===== config.mk =====
export PLATFORM = sky130hd
export DESIGN_NAME = bcd_to_bin
export DESIGN_NICKNAME = d
export VERILOG_FILES = /design/src/rtl/bcd_to_bin.sv
export SDC_FILE = /design/constraint.sdc
export NUM_CORES = 1
export LEC_CHECK = 0
export CELL_PAD_IN_SITES_DETAIL_PLACEMENT = 2
export CELL_PAD_IN_SITES_GLOBAL_PLACEMENT = 2
export CORE_MARGIN = 3
export CORE_UTILIZATION = 37
export DETAILED_ROUTE_END_ITERATION = 7
export PLACE_DENSITY_LB_ADDON = 0.1
export SETUP_SLACK_MARGIN = 0.02
export SYNTH_ARGS = -nofsm -noshare
export SYNTH_HDL_FRONTEND = slang
export SYNTH_SLANG_ARGS = --single-unit

===== constraint.sdc =====
create_clock -name clk -period 2.15 [get_ports clk]
set_clock_uncertainty 0.2 [all_clocks]
set_input_delay 0.43 -clock clk [delete_from_list [all_inputs] [get_ports clk]]
set_output_delay 0.43 -clock clk [all_outputs]
set_load 0.05 [all_outputs]

===== src/rtl/bcd_to_bin.sv =====
// rtl/bcd_to_bin.sv - sequential packed-BCD to binary converter (reverse double-dabble)
// Optional invalid-digit check: define BCD2BIN_ERRCHK_EN.
module bcd_to_bin #(
   parameter int DIGITS = 2
) (
   input  logic                  clk,
   input  logic                  rst_n,
   input  logic                  start,
   input  logic [4*DIGITS-1:0]   bcd_in,
   output logic                  busy,
   output logic                  done,
   output logic [4*DIGITS-1:0]   bin_out,
   output logic                  err
);

   localparam int W  = 4 * DIGITS;
   localparam int CW = $clog2(W + 1);

   typedef enum logic [1:0] {
      S_IDLE,
      S_RUN,
      S_DONE
   } state_t;

   state_t          state_q;
   logic [2*W-1:0]  sr_q;
   logic [2*W-1:0]  sr_d;
   logic [CW-1:0]   cnt_q;
   logic            busy_q;
   logic            done_q;
   logic [W-1:0]    bin_out_q;
   logic            err_q;

`ifdef BCD2BIN_ERRCHK_EN
   logic            err_flag_q;
   logic            bad_digit;

   // Flag any operand nibble above 9 so it can be latched on the accepting edge
   always_comb begin
      bad_digit = 1'b0;
      for (int i = 0; i < DIGITS; i++) begin
         if (bcd_in[4*i +: 4] > 4'd9) begin
            bad_digit = 1'b1;
         end
      end
   end
`endif

   // One reverse double-dabble step: shift right, then pull 3 out of every BCD nibble >= 8
   always_comb begin
      logic [3:0] nib;
      nib  = '0;
      sr_d = {1'b0, sr_q[2*W-1:1]};
      for (int i = 0; i < DIGITS; i++) begin
         nib = sr_d[W + 4*i +: 4];
         if (nib >= 4'd8) begin
            sr_d[W + 4*i +: 4] = nib - 4'd3;
         end
      end
   end

   // Control FSM with registered outputs; the DONE state publishes the result and returns to IDLE
   always_ff @(posedge clk or negedge rst_n) begin
      if (!rst_n) begin
         state_q    <= S_IDLE;
         sr_q       <= '0;
         cnt_q      <= '0;
         busy_q     <= 1'b0;
         done_q     <= 1'b0;
         bin_out_q  <= '0;
         err_q      <= 1'b0;
`ifdef BCD2BIN_ERRCHK_EN
         err_flag_q <= 1'b0;
`endif
      end else begin
         case (state_q)
            S_IDLE: begin
               done_q <= 1'b0;
               if (start) begin
                  sr_q    <= {bcd_in, {W{1'b0}}};
                  cnt_q   <= '0;
                  busy_q  <= 1'b1;
                  state_q <= S_RUN;
`ifdef BCD2BIN_ERRCHK_EN
                  err_flag_q <= bad_digit;
`endif
               end
            end
            S_RUN: begin
               sr_q  <= sr_d;
               cnt_q <= cnt_q + CW'(1);
               if (cnt_q == CW'(W - 1)) begin
                  state_q <= S_DONE;
               end
            end
            S_DONE: begin
               bin_out_q <= sr_q[W-1:0];
               done_q    <= 1'b1;
               busy_q    <= 1'b0;
               state_q   <= S_IDLE;
`ifdef BCD2BIN_ERRCHK_EN
               err_q     <= err_flag_q;
`else
               err_q     <= 1'b0;
`endif
            end
            default: begin
               state_q <= S_IDLE;
               busy_q  <= 1'b0;
               done_q  <= 1'b0;
            end
         endcase
      end
   end

   assign busy    = busy_q;
   assign done    = done_q;
   assign bin_out = bin_out_q;
   assign err     = err_q;

endmodule


==> results of run 1 <==
-- flip-flops by register name (all words and copies together) (netlist names) --
name     cells
sr_q        16
bin_out      8
cnt_q        4
state_q      2
busy         1
done         1
-- worst max-delay path by stage --
stage | depth (start not counted) | start | to | slack (ps)
floorplan | 5 | sr_q[9] | sr_q[9] | 780
global placement | 3 | start | sr_q[8] | 260
detailed placement | 4 | start | cnt_q[3] | 170
CTS | 1 | bin_out[4] | bin_out[4] | 40
global route | 1 | bin_out[6] | bin_out[6] | 30
finish | 1 | done | done | 90
-- cell usage in the layout, fill, tap and decap left out, types with 4 or more instances in the layout --
cell type and count:
sky130_fd_sc_hd__clkbuf_8 5, sky130_fd_sc_hd__nor2_1 5, sky130_fd_sc_hd__dfrtp_1 32, sky130_fd_sc_hd__inv_1 5, sky130_fd_sc_hd__a22o_1 8, sky130_fd_sc_hd__o21ai_0 4, sky130_fd_sc_hd__clkdlybuf4s50_1 15, sky130_fd_sc_hd__mux2_2 8
sky130_fd_sc_hd__a21oi_1 4, sky130_fd_sc_hd__nand2_1 12, sky130_fd_sc_hd__buf_4 6, sky130_fd_sc_hd__o21ai_1 4
-- logic make-up after synthesis --
family                   count (synthesis)
AO/OA/AOI/OAI                           32
flip-flops                              32
other                                    1
adder cells (fa/ha/maj)                  3
buffers and inverters                   12
multiplexers                            10
AND/OR/NAND/NOR                         29
XOR/XNOR                                 2
-- tightest hold or removal path, delay by kind of cell (launching register included) --
family / cells / cell delay (ps)
and+or+nand+nor: 2 / 110
DFF: 1 / 350
-- routing by layer --
metal	up-vias	share of wire
met5	-	0
met3	5	0.035
li1	471	-
met4	0	0.012
met2	16	0.48
met1	519	0.47
-- per-stage QoR --
stage | power, mW | area [um^2] | utilization
2_1_floorplan | 1.86 | 1410 | -
3_3_place_gp | 2.15 | 1640 | 0.470
3_5_place_dp | 2.21 | 1640 | 0.470
4_1_cts | 2.82 | 1750 | 0.502
5_1_grt | 2.96 | 1760 | 0.503
6_report | 2.77 | 1760 | 0.503
-- repair_timing --
action                                  4_1_cts  5_1_grt
buffers inserted                              0        0
endpoints found under the setup margin        0        2
hold buffers                                  0        0
gates resized for setup                       0        2
-- power groups by stage --
stage / clock [mW] / sequential [mW] / combinational, mW
detailed placement: 0 / 1.11 / 1.10
CTS: 0.601 / 1.10 / 1.12
floorplan: 0 / 1.26 / 0.599
finish: 0.577 / 1.10 / 1.09
global placement: 0 / 1.09 / 1.06
global route: 0.626 / 1.14 / 1.20
-- final cells by class --
cell class / count / area (um^2)
multi-input combinational: 77 / 547
inverter: 6 / 22.5
timing repair buffer: 23 / 220
fill: 344 / 1740
tap: 46 / 57.6
clock inverter: 3 / 42.5
sequential: 32 / 801
clock buffer: 5 / 68.8
==> tab_implementation.tex, run 1 <==
\begin{tabular}{lr}
\hline
Metric & Value \\
\hline
\multicolumn{2}{l}{\textbf{Final layout}} \\
Post-route insts no fill & 192 \\
Ant diodes & 0 \\
Proportion of layout cells with a drive suffix above 1 & 0.178 \\
Synth-to-layout area growth & 24.6\% \\
Final nets & around 160 \\
\multicolumn{2}{l}{\textbf{Pwr}} \\
Share of total power consumed by net switching & 0.403 \\
Combinational power share & 0.395 \\
Leakage & a little under 0.9 nW \\
Share of total power in sequential cells & 0.397 \\
Internal Pwr Total & approximately 1.7 mW \\
Clk network pwr share & 0.208 \\
Worst vdd rail ir drop & $\sim$0.64 mV \\
Power per unit of standard cell area & $\sim$1600 nW/um\^{}2 \\
Power spent charging and discharging nets & approximately 1.1 mW \\
\multicolumn{2}{l}{\textbf{Logic synthesis}} \\
Proportion of synthesized area in mux cells & 0.0780 \\
Dominant cell by count in the synthesized netlist & sky130\_fd\_sc\_hd\_\_dfrtp\_1 \\
Number of flops mapped to enable cells by yosys & 0 \\
\#FFs+latches synth & 32 \\
Fraction of the mapped netlist area in compound gates & 0.168 \\
Top cell type's share of synthesized area & 0.567 \\
Commonest register cell after synthesis & sky130\_fd\_sc\_hd\_\_dfrtp\_1 \\
Warning count from the yosys run & 0 \\
Cells after Synth & approximately 120 \\
Top cell types by occurrence after synthesis & 32 x sky130\_fd\_sc\_hd\_\_dfrtp\_1, 12 x sky130\_fd\_sc\_hd\_\_nand2\_1, 8 x sky130\_fd\_sc\_hd\_\_a22o\_1, 8 x sky130\_fd\_sc\_hd\_\_mux2\_2 \\
Top cells by area in the synthesized netlist & sky130\_fd\_sc\_hd\_\_dfrtp\_1 57\%, sky130\_fd\_sc\_hd\_\_mux2\_2 6.4\%, sky130\_fd\_sc\_hd\_\_a22o\_1 5.0\%, sky130\_fd\_sc\_hd\_\_nand2\_1 3.2\%, sky130\_fd\_sc\_hd\_\_ha\_1 2.7\% \\
FFs w/ async S/R, synth & 1.00 \\
Simple-gate share of the synthesized area & 0.100 \\
Largest family of logic cells by synthesized area & compound AO/OA/AOI/OAI gates \\
Count of different cell masters after synthesis & 33 \\
Yosys top cell by area & sky130\_fd\_sc\_hd\_\_dfrtp\_1 \\
Netlist area before placement & between 1000 and 1500 um\^{}2 \\
Post-Synth Adder-Cell Area & 0.0266 \\
XOR/XNOR share of the synthesized area & 0.0124 \\
Post-Syn Nets & between 100 and 150 \\
Sequential-to-total area share from yosys stat & 0.567 \\
Mean Syn Cell Area & between 10 and 15 um\^{}2 \\
\multicolumn{2}{l}{\textbf{Floorplanning}} \\
I/O pin count & 22 \\
Standard-cell rows & 21 \\
Placeable Area & around 3500 um\^{}2 \\
Chip Height & 67.8 um \\
Horizontal die dimension & 67.8 um \\
Floorplan die area & about 4600 um\^{}2 \\
Initial Util & 0.404 \\
\multicolumn{2}{l}{\textbf{Min path}} \\
Class of the most critical hold timing path & reg2reg \\
Start point of the worst min-delay path & done \\
Hold Path Cell Cnt & 2 \\
Worst Hold End & done \\
\multicolumn{2}{l}{\textbf{STA}} \\
Final critical-path setup slack & 87.0 ps \\
Worst slew slack as a fraction of its limit & 0.616 \\
Final min period & $\sim$2100 ps \\
Count of final max-slew check failures & 0 \\
Fraction of the cycle the final worst path needs & 0.960 \\
\# setup viols final & 0 \\
Peak Freq & 485 MHz \\
Final Hold Viols & 0 \\
Slew at the pin with the worst max-slew slack & $\sim$580 ps \\
Total negative slack for setup checks & 0 ps \\
RSZ-0062 raised after global routing & false \\
Post-Route Hold Slack & between 200 and 300 ps \\
\multicolumn{2}{l}{\textbf{Placement}} \\
Worst-case setup slack after placement & between 150 and 200 ps \\
Placed insts & about 180 \\
Placer Congestion & around 0.76 \\
Final HPWL DP & 2.27 mm \\
IO buf count & 20 \\
\multicolumn{2}{l}{\textbf{Clocking}} \\
Worst-case clock buffer depth & 2 \\
Clk\_lat worst skew & 280 ps \\
Root cell of the clock tree & sky130\_fd\_sc\_hd\_\_clkbuf\_8 \\
CTS clk-pin slew, worst paths & around 70 ps \\
Number of buffers created by CTS & 5 \\
Clock tree from TritonCTS & done \\
Clock sink count & 32 \\
Count of H-tree levels built during CTS & 2 \\
\multicolumn{2}{l}{\textbf{GRT}} \\
Via count of the first global-routing pass & about 1,100 \\
First-pass GRT wire length & roughly 5.8 mm \\
Number of antenna violations at the first check in global routing & 0 \\
Met3 routing resource usage after global routing & 0.0499 \\
Grt total ovfl & 0 \\
Largest net degree at the start of global routing & 33 \\
Global routing met1 resource utilization & 0.229 \\
M2 GR Usage & 0.269 \\
Global-route usage over all layers & 0.173 \\
Most congested layer reported by global routing & met2 \\
\multicolumn{2}{l}{\textbf{Setup path}} \\
Endpoint class of the critical path & output port \\
Reg2reg setup slack & 390 ps \\
Depth of the worst register-to-register path & 3 \\
Data arrival at the endpoint of the critical path & $\sim$1400 ps \\
Setup CP Type & reg2out \\
Startpoint type of the worst setup path & flip-flop \\
Cell type group with the largest total delay on the critical path & buffers and inverters \\
CP max stage cell & sky130\_fd\_sc\_hd\_\_clkdlybuf4s50\_1 \\
Launch instance of the worst register-to-register path & state\_q[0] \\
Largest driver fanout on the critical path & 2 \\
Largest stage delay, worst path & about 800 ps \\
Ordered cell list for the critical path & clkdlybuf4s50\_1 \\
Data required time of the worst path & 1520 ps \\
Worst path bufs/invs & 1 \\
Terminus of the critical flop-to-flop path & bin\_out[1] \\
\multicolumn{2}{l}{\textbf{Routing}} \\
First drt pass iteration count & 6 \\
Routed wirelength normalized by instance count & 17.7 um \\
Detailed-route via count & just over 1,000 \\
Wirelength, routed & approximately 3.4 mm \\
Starting DRC count in detailed routing & 22 \\
DRC viols & 0 \\
Drt via density & 5.27 \\
Final ANT Viol Nets & 0 \\
\multicolumn{2}{l}{\textbf{Job}} \\
Number of violations of the max-capacitance limit & 0 \\
\multicolumn{2}{l}{\textbf{Status}} \\
Outcome & finished clean \\
\hline
\end{tabular}
No activity file was read; power rests on OpenSTA's default activity.
==> run 2: changes to the inputs <==
CAP_MARGIN = 5   (was not set)
GPL_TIMING_DRIVEN = 1   (was not set)
==> results of run 2 <==
The final DEF is identical to that of run 1; final timing and power are the same.
